[config.mk]
export PLATFORM = sky130hd
export DESIGN_NAME = drive_ctrl
export DESIGN_NICKNAME = d
export VERILOG_FILES = /design/src/rtl/drive_pkg.sv /design/src/rtl/drive_channel.sv /design/src/rtl/drive_ctrl.sv
export SDC_FILE = /design/constraint.sdc
export NUM_CORES = 1
export LEC_CHECK = 0
export BUFFER_PORTS_ARGS = -buffer_cell sky130_fd_sc_hd__buf_4
export CELL_PAD_IN_SITES_DETAIL_PLACEMENT = 0
export CELL_PAD_IN_SITES_GLOBAL_PLACEMENT = 1
export CORE_AREA = 4 4 121 151
export DETAILED_ROUTE_END_ITERATION = 8
export DIE_AREA = 0 0 125 155
export PLACE_DENSITY_LB_ADDON = 0.3
export REMOVE_ABC_BUFFERS = 1
export SETUP_SLACK_MARGIN = 0.1
export SLEW_MARGIN = 20
export SYNTH_ARGS = -nofsm -noshare
export SYNTH_HDL_FRONTEND = slang
export SYNTH_SLANG_ARGS = --single-unit
[constraint.sdc]
create_clock -name CLK -period 3.9 [get_ports CLK]
set_input_delay 0.78 -clock CLK [delete_from_list [all_inputs] [get_ports CLK]]
set_output_delay 0.78 -clock CLK [all_outputs]
set_load 0.1 [all_outputs]
[src/rtl/drive_pkg.sv]
// Shared definitions for the N-channel motor drive controller.
// Holds command encodings, the per-channel fault state enum, H-bridge pin
// constants and the helper that maps an applied direction plus PWM to pins.
package drive_pkg;

  typedef enum logic [1:0] {
    CMD_COAST = 2'b00,
    CMD_FWD   = 2'b01,
    CMD_REV   = 2'b10,
    CMD_BRAKE = 2'b11
  } cmd_e;

  typedef enum logic [1:0] {
    ST_RUN   = 2'b00,
    ST_FAULT = 2'b01,
    ST_COOL  = 2'b10,
    ST_LOCK  = 2'b11
  } fstate_e;

  // H-bridge pins are {hi,lo}
  localparam logic [1:0] MOTOR_COAST = 2'b00;
  localparam logic [1:0] MOTOR_BRAKE = 2'b11;

  function automatic logic [1:0] motor_drive(input cmd_e dir, input logic pwm);
    logic [1:0] v;
    v = MOTOR_COAST;
    case (dir)
      CMD_FWD:   v = {1'b0, pwm};
      CMD_REV:   v = {pwm, 1'b0};
      CMD_BRAKE: v = MOTOR_BRAKE;
      default:   v = MOTOR_COAST;
    endcase
    return v;
  endfunction

endpackage

[src/rtl/drive_channel.sv]
// One motor channel: soft-start ramp, safe reversal, OverI synchroniser, fault FSM.
// Latency: Motor registered one cycle after internal state; OverI reaches the pins in 3 edges.
// No backpressure: free-running, driven by the shared PWM counter and wrap strobe.
// Ports: i_clk/i_rst clock and async active-high reset; i_cnt/i_wrap shared PWM counter;
//   i_cmd/i_duty channel command and target duty; i_overi async comparator; i_clear
//   lockout clear pulse; o_motor {hi,lo} pins; o_fault (FAULT/COOL); o_lockout (LOCK).
// Build option DRIVE_BRAKE_ON_FAULT_EN: brake instead of coast while faulted/locked.
module drive_channel #(
  parameter int PWM_W     = 8,
  parameter int RAMP_STEP = 16,
  parameter int RETRY_CYC = 1000,
  parameter int MAX_RETRY = 3
) (
  input  logic             i_clk,
  input  logic             i_rst,
  input  logic [PWM_W-1:0] i_cnt,
  input  logic             i_wrap,
  input  logic [1:0]       i_cmd,
  input  logic [PWM_W-1:0] i_duty,
  input  logic             i_overi,
  input  logic             i_clear,
  output logic [1:0]       o_motor,
  output logic             o_fault,
  output logic             o_lockout
);
  import drive_pkg::*;

  localparam int TW = (RETRY_CYC > 1) ? $clog2(RETRY_CYC) : 1;
  localparam int RW = $clog2(MAX_RETRY + 1);
  localparam logic [PWM_W:0] STEP_X = (PWM_W+1)'(RAMP_STEP);

`ifdef DRIVE_BRAKE_ON_FAULT_EN
  localparam logic [1:0] SAFE = MOTOR_BRAKE;
`else
  localparam logic [1:0] SAFE = MOTOR_COAST;
`endif

  fstate_e          r_state;
  cmd_e             r_dir;
  logic [PWM_W-1:0] r_duty;
  logic [RW-1:0]    r_retry;
  logic [TW-1:0]    r_timer;
  logic [TW-1:0]    r_okcnt;
  logic [1:0]       r_sync;
  logic [1:0]       r_motor;
  logic             r_fault;
  logic             r_lock;

  cmd_e             w_cmd;
  logic             w_ovi;
  logic             w_pwm;
  logic [RW-1:0]    w_retry_inc;
  logic [PWM_W-1:0] w_target;
  logic [PWM_W-1:0] w_ramped;
  logic [PWM_W:0]   w_diff;

  assign w_cmd       = cmd_e'(i_cmd);
  assign w_ovi       = r_sync[1];
  assign w_pwm       = (i_cnt < r_duty);
  assign w_retry_inc = r_retry + 1'b1;

  // Ramp one step toward the target, landing exactly on it when within one step.
  // A pending direction change targets zero so the old direction ramps down first.
  always_comb begin
    w_target = (r_dir == w_cmd) ? i_duty : '0;
    w_ramped = w_target;
    w_diff   = '0;
    if (r_duty < w_target) begin
      w_diff = {1'b0, w_target} - {1'b0, r_duty};
      if (w_diff > STEP_X) w_ramped = r_duty + STEP_X[PWM_W-1:0];
    end else begin
      w_diff = {1'b0, r_duty} - {1'b0, w_target};
      if (w_diff > STEP_X) w_ramped = r_duty - STEP_X[PWM_W-1:0];
    end
  end

  always_ff @(posedge i_clk or posedge i_rst) begin
    if (i_rst) r_sync <= '0;
    else       r_sync <= {r_sync[0], i_overi};
  end

  always_ff @(posedge i_clk or posedge i_rst) begin
    if (i_rst) begin
      r_state <= ST_RUN;
      r_dir   <= CMD_COAST;
      r_duty  <= '0;
      r_retry <= '0;
      r_timer <= '0;
      r_okcnt <= '0;
      r_motor <= MOTOR_COAST;
      r_fault <= 1'b0;
      r_lock  <= 1'b0;
    end else begin
      // A fresh synchronised fault kills the pins on this edge, before the state moves.
      r_motor <= (r_state != ST_RUN || w_ovi) ? SAFE : motor_drive(r_dir, w_pwm);
      case (r_state)
        ST_RUN: begin
          if (w_ovi) begin
            // Fault beats any ramp update landing on the same wrap.
            r_state <= ST_FAULT;
            r_fault <= 1'b1;
            r_duty  <= '0;
            r_okcnt <= '0;
          end else begin
            if (r_okcnt == TW'(RETRY_CYC - 1)) r_retry <= '0;
            else                               r_okcnt <= r_okcnt + 1'b1;
            if (w_cmd == CMD_COAST || w_cmd == CMD_BRAKE) begin
              r_dir  <= w_cmd;
              r_duty <= '0;
            end else if (i_wrap) begin
              r_duty <= w_ramped;
              if (r_dir != w_cmd && r_duty == '0) r_dir <= w_cmd;
            end
          end
        end
        ST_FAULT: begin
          r_retry <= w_retry_inc;
          if (w_retry_inc == RW'(MAX_RETRY)) begin
            r_state <= ST_LOCK;
            r_fault <= 1'b0;
            r_lock  <= 1'b1;
          end else begin
            r_state <= ST_COOL;
            r_timer <= TW'(RETRY_CYC - 1);
          end
        end
        ST_COOL: begin
          if (r_timer == '0) begin
            r_state <= ST_RUN;
            r_fault <= 1'b0;
            r_duty  <= '0;
            r_okcnt <= '0;
          end else begin
            r_timer <= r_timer - 1'b1;
          end
        end
        ST_LOCK: begin
          if (i_clear && !w_ovi) begin
            r_state <= ST_RUN;
            r_lock  <= 1'b0;
            r_retry <= '0;
            r_duty  <= '0;
            r_okcnt <= '0;
          end
        end
        default: r_state <= ST_RUN;
      endcase
    end
  end

  assign o_motor   = r_motor;
  assign o_fault   = r_fault;
  assign o_lockout = r_lock;

endmodule

[src/rtl/drive_ctrl.sv]
// N-channel motor drive controller: shared PWM counter feeding N independent channels.
// Latency: Motor registered, one cycle behind channel state.
// No backpressure: free-running; commands are sampled every cycle.
// Ports: CLK clock; RST async active-high reset; Cmd/Duty per-channel command and duty;
//   OverI async overcurrent; Clear lockout clear; Motor {hi,lo} per channel; Fault; Lockout.
// Build option DRIVE_BRAKE_ON_FAULT_EN (handled inside drive_channel).
module drive_ctrl #(
  parameter int N_CH      = 2,
  parameter int PWM_W     = 8,
  parameter int RAMP_STEP = 16,
  parameter int RETRY_CYC = 1000,
  parameter int MAX_RETRY = 3
) (
  input  logic                  CLK,
  input  logic                  RST,
  input  logic [2*N_CH-1:0]     Cmd,
  input  logic [PWM_W*N_CH-1:0] Duty,
  input  logic [N_CH-1:0]       OverI,
  input  logic [N_CH-1:0]       Clear,
  output logic [2*N_CH-1:0]     Motor,
  output logic [N_CH-1:0]       Fault,
  output logic [N_CH-1:0]       Lockout
);

  // Period is 2^PWM_W-1 so that duty = all-ones gives 100% on.
  localparam logic [PWM_W-1:0] CNT_LAST = PWM_W'((1 << PWM_W) - 2);

  logic [PWM_W-1:0] r_cnt;
  logic             w_wrap;

  assign w_wrap = (r_cnt == CNT_LAST);

  always_ff @(posedge CLK or posedge RST) begin
    if (RST)         r_cnt <= '0;
    else if (w_wrap) r_cnt <= '0;
    else             r_cnt <= r_cnt + 1'b1;
  end

  for (genvar g = 0; g < N_CH; g++) begin : g_ch
    drive_channel #(
      .PWM_W     (PWM_W),
      .RAMP_STEP (RAMP_STEP),
      .RETRY_CYC (RETRY_CYC),
      .MAX_RETRY (MAX_RETRY)
    ) u_ch (
      .i_clk     (CLK),
      .i_rst     (RST),
      .i_cnt     (r_cnt),
      .i_wrap    (w_wrap),
      .i_cmd     (Cmd[2*g +: 2]),
      .i_duty    (Duty[PWM_W*g +: PWM_W]),
      .i_overi   (OverI[g]),
      .i_clear   (Clear[g]),
      .o_motor   (Motor[2*g +: 2]),
      .o_fault   (Fault[g]),
      .o_lockout (Lockout[g])
    );
  end

endmodule

# ---- Yosys cells after proc, flatten, opt, wreduce, memory -nomap -nowiden
# Index checks and enable logic that the tools add are counted.
dict set report op_classes {
  add_sub_neg 15
  order_cmp 8
  n_eq_ne 43
  mux 77
  n_bitwise 2
  n_reduce_logical 50
}
# cell n
set ops {}
lappend ops {{two-way mux 8 bit} 19}
lappend ops {{two-way mux 10 bit} 12}
lappend ops {{case mux 10 bit (3 select lines)} 2}
lappend ops {{case mux 8 bit (3 select lines)} 2}
lappend ops {{case mux 10 bit (2 select lines)} 2}
lappend ops {{AND reduction 4 bit} 10}
lappend ops {{> comparator 9 x 5 -> 1 bit, second input constant} 4}
lappend ops {{two-way mux 2 bit} 18}
lappend ops {{subtractor 8 x 8 -> 9 bit} 4}
lappend ops {{< comparator 8 bit} 4}
lappend ops {{== test 2 bit, second input constant} 12}
lappend ops {{case mux 2 bit (3 select lines)} 4}
lappend ops {{adder 10 x 1 -> 10 bit, second input constant} 2}
lappend ops {{== test 10 bit, second input constant} 2}
lappend ops {{logical NOT 10 bit} 2}
lappend ops {{!= test 2 x 1 -> 1 bit, second input constant} 10}
lappend ops {{nonzero test 2 bit} 10}
lappend ops {{subtractor 10 x 1 -> 10 bit, second input constant} 2}
lappend ops {{AND reduction 3 bit} 6}
lappend ops {{nonzero test 3 bit} 6}
lappend ops {{adder 8 x 5 -> 8 bit, second input constant} 2}
lappend ops {{logical NOT 8 bit} 2}
lappend ops {{case mux 2 bit (4 select lines)} 2}
lappend ops {{subtractor 8 x 5 -> 8 bit, second input constant} 2}
lappend ops {{other kinds (18)} 54}
dict set report word_totals {
  regBits 88
  out_inout_bits 8
  word_cells 216
}

# ---- Longest topological paths before layout
dict set report depth {
  ltp_word 10
  depth_mapped 17
  depth_no_buf 13
}

# ---- By module
# From an unflattened synthesis, not the netlist that was laid out.
dict set report hier_totals {
  hier_cells 846
  area_unflattened_um2 7234.4
}
# mod n_inst cells_each area_per_inst_um2 seq_area_each_um2
set modules_own_cells {}
lappend modules_own_cells {{drive_channel (g_ch[1].u_ch)} 1 400 3425.8 1001.0}
lappend modules_own_cells {{drive_channel (g_ch[0].u_ch)} 1 399 3343.2 1001.0}
lappend modules_own_cells {drive_ctrl 1 47 465.4 200.2}

# ---- Least setup slack after synthesis
# Ideal clock, no wire load.
dict set report synth_path {
  kind {input -> register}
  startpoint {in Cmd[3]}
  endpoint {reg g_ch[1].u_ch.r_duty[7]}
  arrival_time_ns 4.172
  required_time_ns 3.810
  slack_ns -0.362
  path_stages 16
  path_buffers 3
  cell_sequence {buf_2 > xor2_1 > nor2_1 > clkbuf_1 > nand2_1 > ha_1 > buf_2 > a211oi_1 > o21ai_0 > o221a_2 > or3b_2 > a22oi_1 > a21oi_1 > a221o_2 > o21bai_1 > o221ai_1}
}
dict set report synth_between {
  elab_chain_cells 10
  elab_cells_between_ends 19
}
# element line_no
set synth_lines {}
lappend synth_lines {{start, declared} drive_ctrl.sv:16} ;# input logic [2*N_CH-1:0] Cmd,
lappend synth_lines {{== test 2 bit} drive_channel.sv:65} ;# w_target = (r_dir == w_cmd) ? i_duty : '0;
lappend synth_lines {{two-way mux 8 bit} drive_channel.sv:65}
lappend synth_lines {{subtractor 8 x 8 -> 9 bit (on tied branches)} {drive_channel.sv:72, drive_channel.sv:69}}
lappend synth_lines {{> comparator 9 x 5 -> 1 bit (on tied branches)} {drive_channel.sv:73, drive_channel.sv:70}}
lappend synth_lines {{two-way mux 8 bit (on tied branches)} {drive_channel.sv:73, drive_channel.sv:70}}
lappend synth_lines {{two-way mux 8 bit} drive_channel.sv:68} ;# if (r_duty < w_target) begin
lappend synth_lines {{two-way mux 8 bit} drive_channel.sv:110} ;# end else if (i_wrap) begin
lappend synth_lines {{two-way mux 8 bit} drive_channel.sv:107} ;# if (w_cmd == CMD_COAST || w_cmd == CMD_BRAKE) begin
lappend synth_lines {{two-way mux 8 bit} drive_channel.sv:98} ;# if (w_ovi) begin
lappend synth_lines {{case mux 8 bit (3 select lines)} drive_channel.sv:96} ;# case (r_state)
lappend synth_lines {{end signal, assigned} drive_channel.sv:111} ;# r_duty <= w_ramped;
lappend synth_lines {{end, declared} drive_channel.sv:40} ;# logic [PWM_W-1:0] r_duty;
# Several ways; a longest one is shown, not always the timed one. The select of a mux whose other input is x is not followed.
# A chain may end at the register's enable or synchronous reset.

# ---- Final worst setup path
dict set report layout_path {
  startpoint {in Cmd[0]}
  endpoint {reg g_ch[0].u_ch.r_duty[1]}
}
dict set report layout_between {
  elab_chain_cells 10
  elab_cells_between_ends 19
}
# element line_no
set layout_lines {}
lappend layout_lines {{== test 2 bit} drive_channel.sv:65}
lappend layout_lines {{two-way mux 8 bit} drive_channel.sv:65}
lappend layout_lines {{subtractor 8 x 8 -> 9 bit (on tied branches)} {drive_channel.sv:72, drive_channel.sv:69}}
lappend layout_lines {{> comparator 9 x 5 -> 1 bit (on tied branches)} {drive_channel.sv:73, drive_channel.sv:70}}
lappend layout_lines {{two-way mux 8 bit (on tied branches)} {drive_channel.sv:73, drive_channel.sv:70}}
lappend layout_lines {{two-way mux 8 bit} drive_channel.sv:68}
lappend layout_lines {{two-way mux 8 bit} drive_channel.sv:110}
lappend layout_lines {{two-way mux 8 bit} drive_channel.sv:107}
lappend layout_lines {{two-way mux 8 bit} drive_channel.sv:98}
lappend layout_lines {{case mux 8 bit (3 select lines)} drive_channel.sv:96}
lappend layout_lines {{end signal, assigned} drive_channel.sv:111}
lappend layout_lines {{end, declared} drive_channel.sv:40}
# Several ways; a longest one is shown, not always the timed one. The select of a mux whose other input is x is not followed.

==> out/metrics.yaml <==
hold_viol: 0
clock-sinks: 88
groute.usage.overall_pct: 19.0
yosysUniqueCellTypes: 83
syn_area_um2: 7120
die_w_um: 125
htreeDepth: 3
grt_pass1_vias: 6580
ys_ff_latch: 88
status: "finished clean"
synthCells: 838
synthToLayoutAreaGrowth_pct: 21.1
dpl.hpwl_um: 14400
finalNonFillerCells: 1160
fmax_ghz: 0.272
gr-total-overflow: 0
synth_ff_type: "dfrtp_1"
synth_area_leaders: "dfrtp_1 31%, ha_1 11%, nand2_1 5.7%, o21ai_0 4.4%, nand3_1 2.6%"
finalNetCount: 1025
routed_wl_um: 18600
via_per_inst: 5.70
setup_tns_ns: 0
grt_pass1_wl_um: 31300
synth-edff-count: 0
setup_viol: 0
cts_buffer_depth: 2
route.detailed.drc: 0
postRouteAntennaNets: 0
syn_avg_cell_area_um2: 8.49
p_per_area_nw_per_um2: 249
wl_per_cell_um: 16.1
rsz0062_at_grt: "yes"
yosysSeqAreaShare_pct: 30.9
period_share_pct: 94.1
dpl_cell_area_um2: 8110
cts_tree: "done"
synth_top_area_share_pct: 30.9
ctsRootBufferMaster: "clkbuf_16"
insertion_delay_ns: 0.34
start_util_pct: 42.3
rows: 53
synth.largest_area_cell: "dfrtp_1"
synth-async-reset-ratio_pct: 100
startpoint_type: "input port"
die_h_um: 155
peakVddDrop_mv: 0.238
end_kind: "register"
tightest_slew_ns: 0.694
first_pass_iters: 5
max_cap_viol_count: 0
dr.first_iter.drc_count: 401
crit_required_ns: 4.18
numPortBuffers: 33
total_power_mw: 2.15
drive_above_1_share_pct: 20.7
layout_common_cells: "113 x buf_4, 107 x nand2_1, 88 x dfrtp_1"
fin_crit_ns: 3.67
final_common_cell: "buf_4"
hold_class: "reg -> reg"
path_clk_slew_ns: 0.06
fillers: 1631
grt_max_degree: 51
ios: 34
critPathMaxFanout: 6
core_um2: 16800
dp_cells: 1140
dieArea_um2: 19400
p_leak_nw: 3.81
synth-warning-count: 0
cts_buffers: 9
cp_data_arrival_time_ns: 3.95
whs_ns: 0.342
antenna_cells: 0
dr_total_vias: 6617
path_class: "in -> reg"
antenna_found_initial: 0
stdcell_area_um2: 8620
finalMaxSlewViolations: 0
clock-skew-final_ns: 0.0106
gp_congestion: 0.894
max_slew_margin_pct: 53.6
==> sequential cells by signal, indices dropped and copies added, names as in the netlist <==
register,flops
g_ch.u_ch.o_motor,4
g_ch.u_ch.r_dir,4
g_ch.u_ch.o_lockout,2
g_ch.u_ch.r_duty,16
g_ch.u_ch.r_retry,4
g_ch.u_ch.r_okcnt,20
g_ch.u_ch.o_fault,2
g_ch.u_ch.r_timer,20
r_cnt,8
g_ch.u_ch.r_sync,4
g_ch.u_ch.r_state,4
==> metrics by stage <==
step | setup slack (ns) | util (%)
after global routing | 0.0201 | 51.2
after floorplan | -0.338 | -
final | 0.229 | 51.2
after detailed placement | -0.229 | 48.2
after global placement | -0.202 | 48.2
after CTS | 0.103 | 50.1
==> per-layer routing <==
layer | GRT usage (%) | vias to the layer above | share of wire [%]
li1 | - | 3252 | -
met4 | 6.87 | 0 | 2.5
met2 | 33.2 | 120 | 50
met1 | 24.2 | 3217 | 45
met5 | 0 | - | 0
met3 | 2.51 | 28 | 2.8
==> final cells by class <==
| cell class | count | area (µm²) | share of cell area [%] |
|---|---|---|---|
| clock buffers | 9 | 225 | 2.61 |
| clock inverters | 7 | 93.8 | 1.09 |
| inverters | 46 | 174 | 2.02 |
| multi-input cells | 674 | 4760 | 55.2 |
| flip-flops and latches | 88 | 2200 | 25.6 |
| well taps | 220 | 275 | 3.19 |
| repair buffers | 116 | 891 | 10.3 |
==> timing repair <==
action | in CTS | in global routing
setup buffers | 0 | 4
hold buffers | 0 | 0
setup endpoints to repair | 0 | 15
resized for setup | 0 | 32
endpoints found under the hold margin | 0 | 0
==> where the power goes <==
group | switching [mW] | internal, mW
registers | 0.00167 | 0.915
logic | 0.167 | 0.137
clock network | 0.366 | 0.561
total | 0.535 | 1.61
==> synth_stat cells (all sizes together) (9+ instances only) <==
library cell,instances
nand2,111
dfrtp,88
ha,64
o21ai,62
inv,46
nor2,41
nand3,37
a21oi,32
nand2b,24
xnor2,20
xor2,20
nor3,19
a21o,16
clkbuf,16
a31oi,14
buf,14
nor2b,14
nand3b,13
o31ai,13
or3,13
and3,12
a211oi,11
nor4,10
nand4,9
==> worst max-delay path: stages <==
cell and delay, ns:
buf_4 0.12, xor2_1 0.15, nor2_1 0.17, buf_4 0.13, buf_4 0.12, nand2_1 0.07
ha_1 0.43, nand4_1 0.14, nor4_1 0.31, nor4_2 0.12, mux2i_1 0.16, nor4_2 0.31
buf_4 0.17, a22oi_2 0.06, buf_6 0.15, nor4b_4 0.35, a22o_1 0.20
==> cells by family after synthesis <==
group / after synthesis / synth area share (%)
AND/OR/NAND/NOR: 341 / 25.5
AO/OA/AOI/OAI: 218 / 21.2
flip-flops: 88 / 30.9
buffers and inverters: 76 / 4.32
adder cells (fa/ha/maj): 64 / 11.2
XOR/XNOR: 40 / 5.13
multiplexers: 11 / 1.67
==> final timing paths <==
kind | startpoint | endpoint | slack, ns | cells past startpoint
setup / recovery | Cmd[0] | g_ch[0].u_ch.r_duty[1] | 0.23 | 17
hold / removal | g_ch[0].u_ch.r_sync[0] | g_ch[0].u_ch.r_sync[1] | 0.34 | 0
setup reg to reg | g_ch[1].u_ch.r_dir[1] | g_ch[1].u_ch.r_duty[7] | 0.26 | 14
hold reg to reg | g_ch[0].u_ch.r_sync[0] | g_ch[0].u_ch.r_sync[1] | 0.34 | 0
max in group asynchronous | RST | g_ch[0].u_ch.r_duty[7] | 2.68 | 3
min in group asynchronous | RST | g_ch[0].u_ch.r_timer[6] | 0.53 | 2
(Power assumes the default switching activity.)
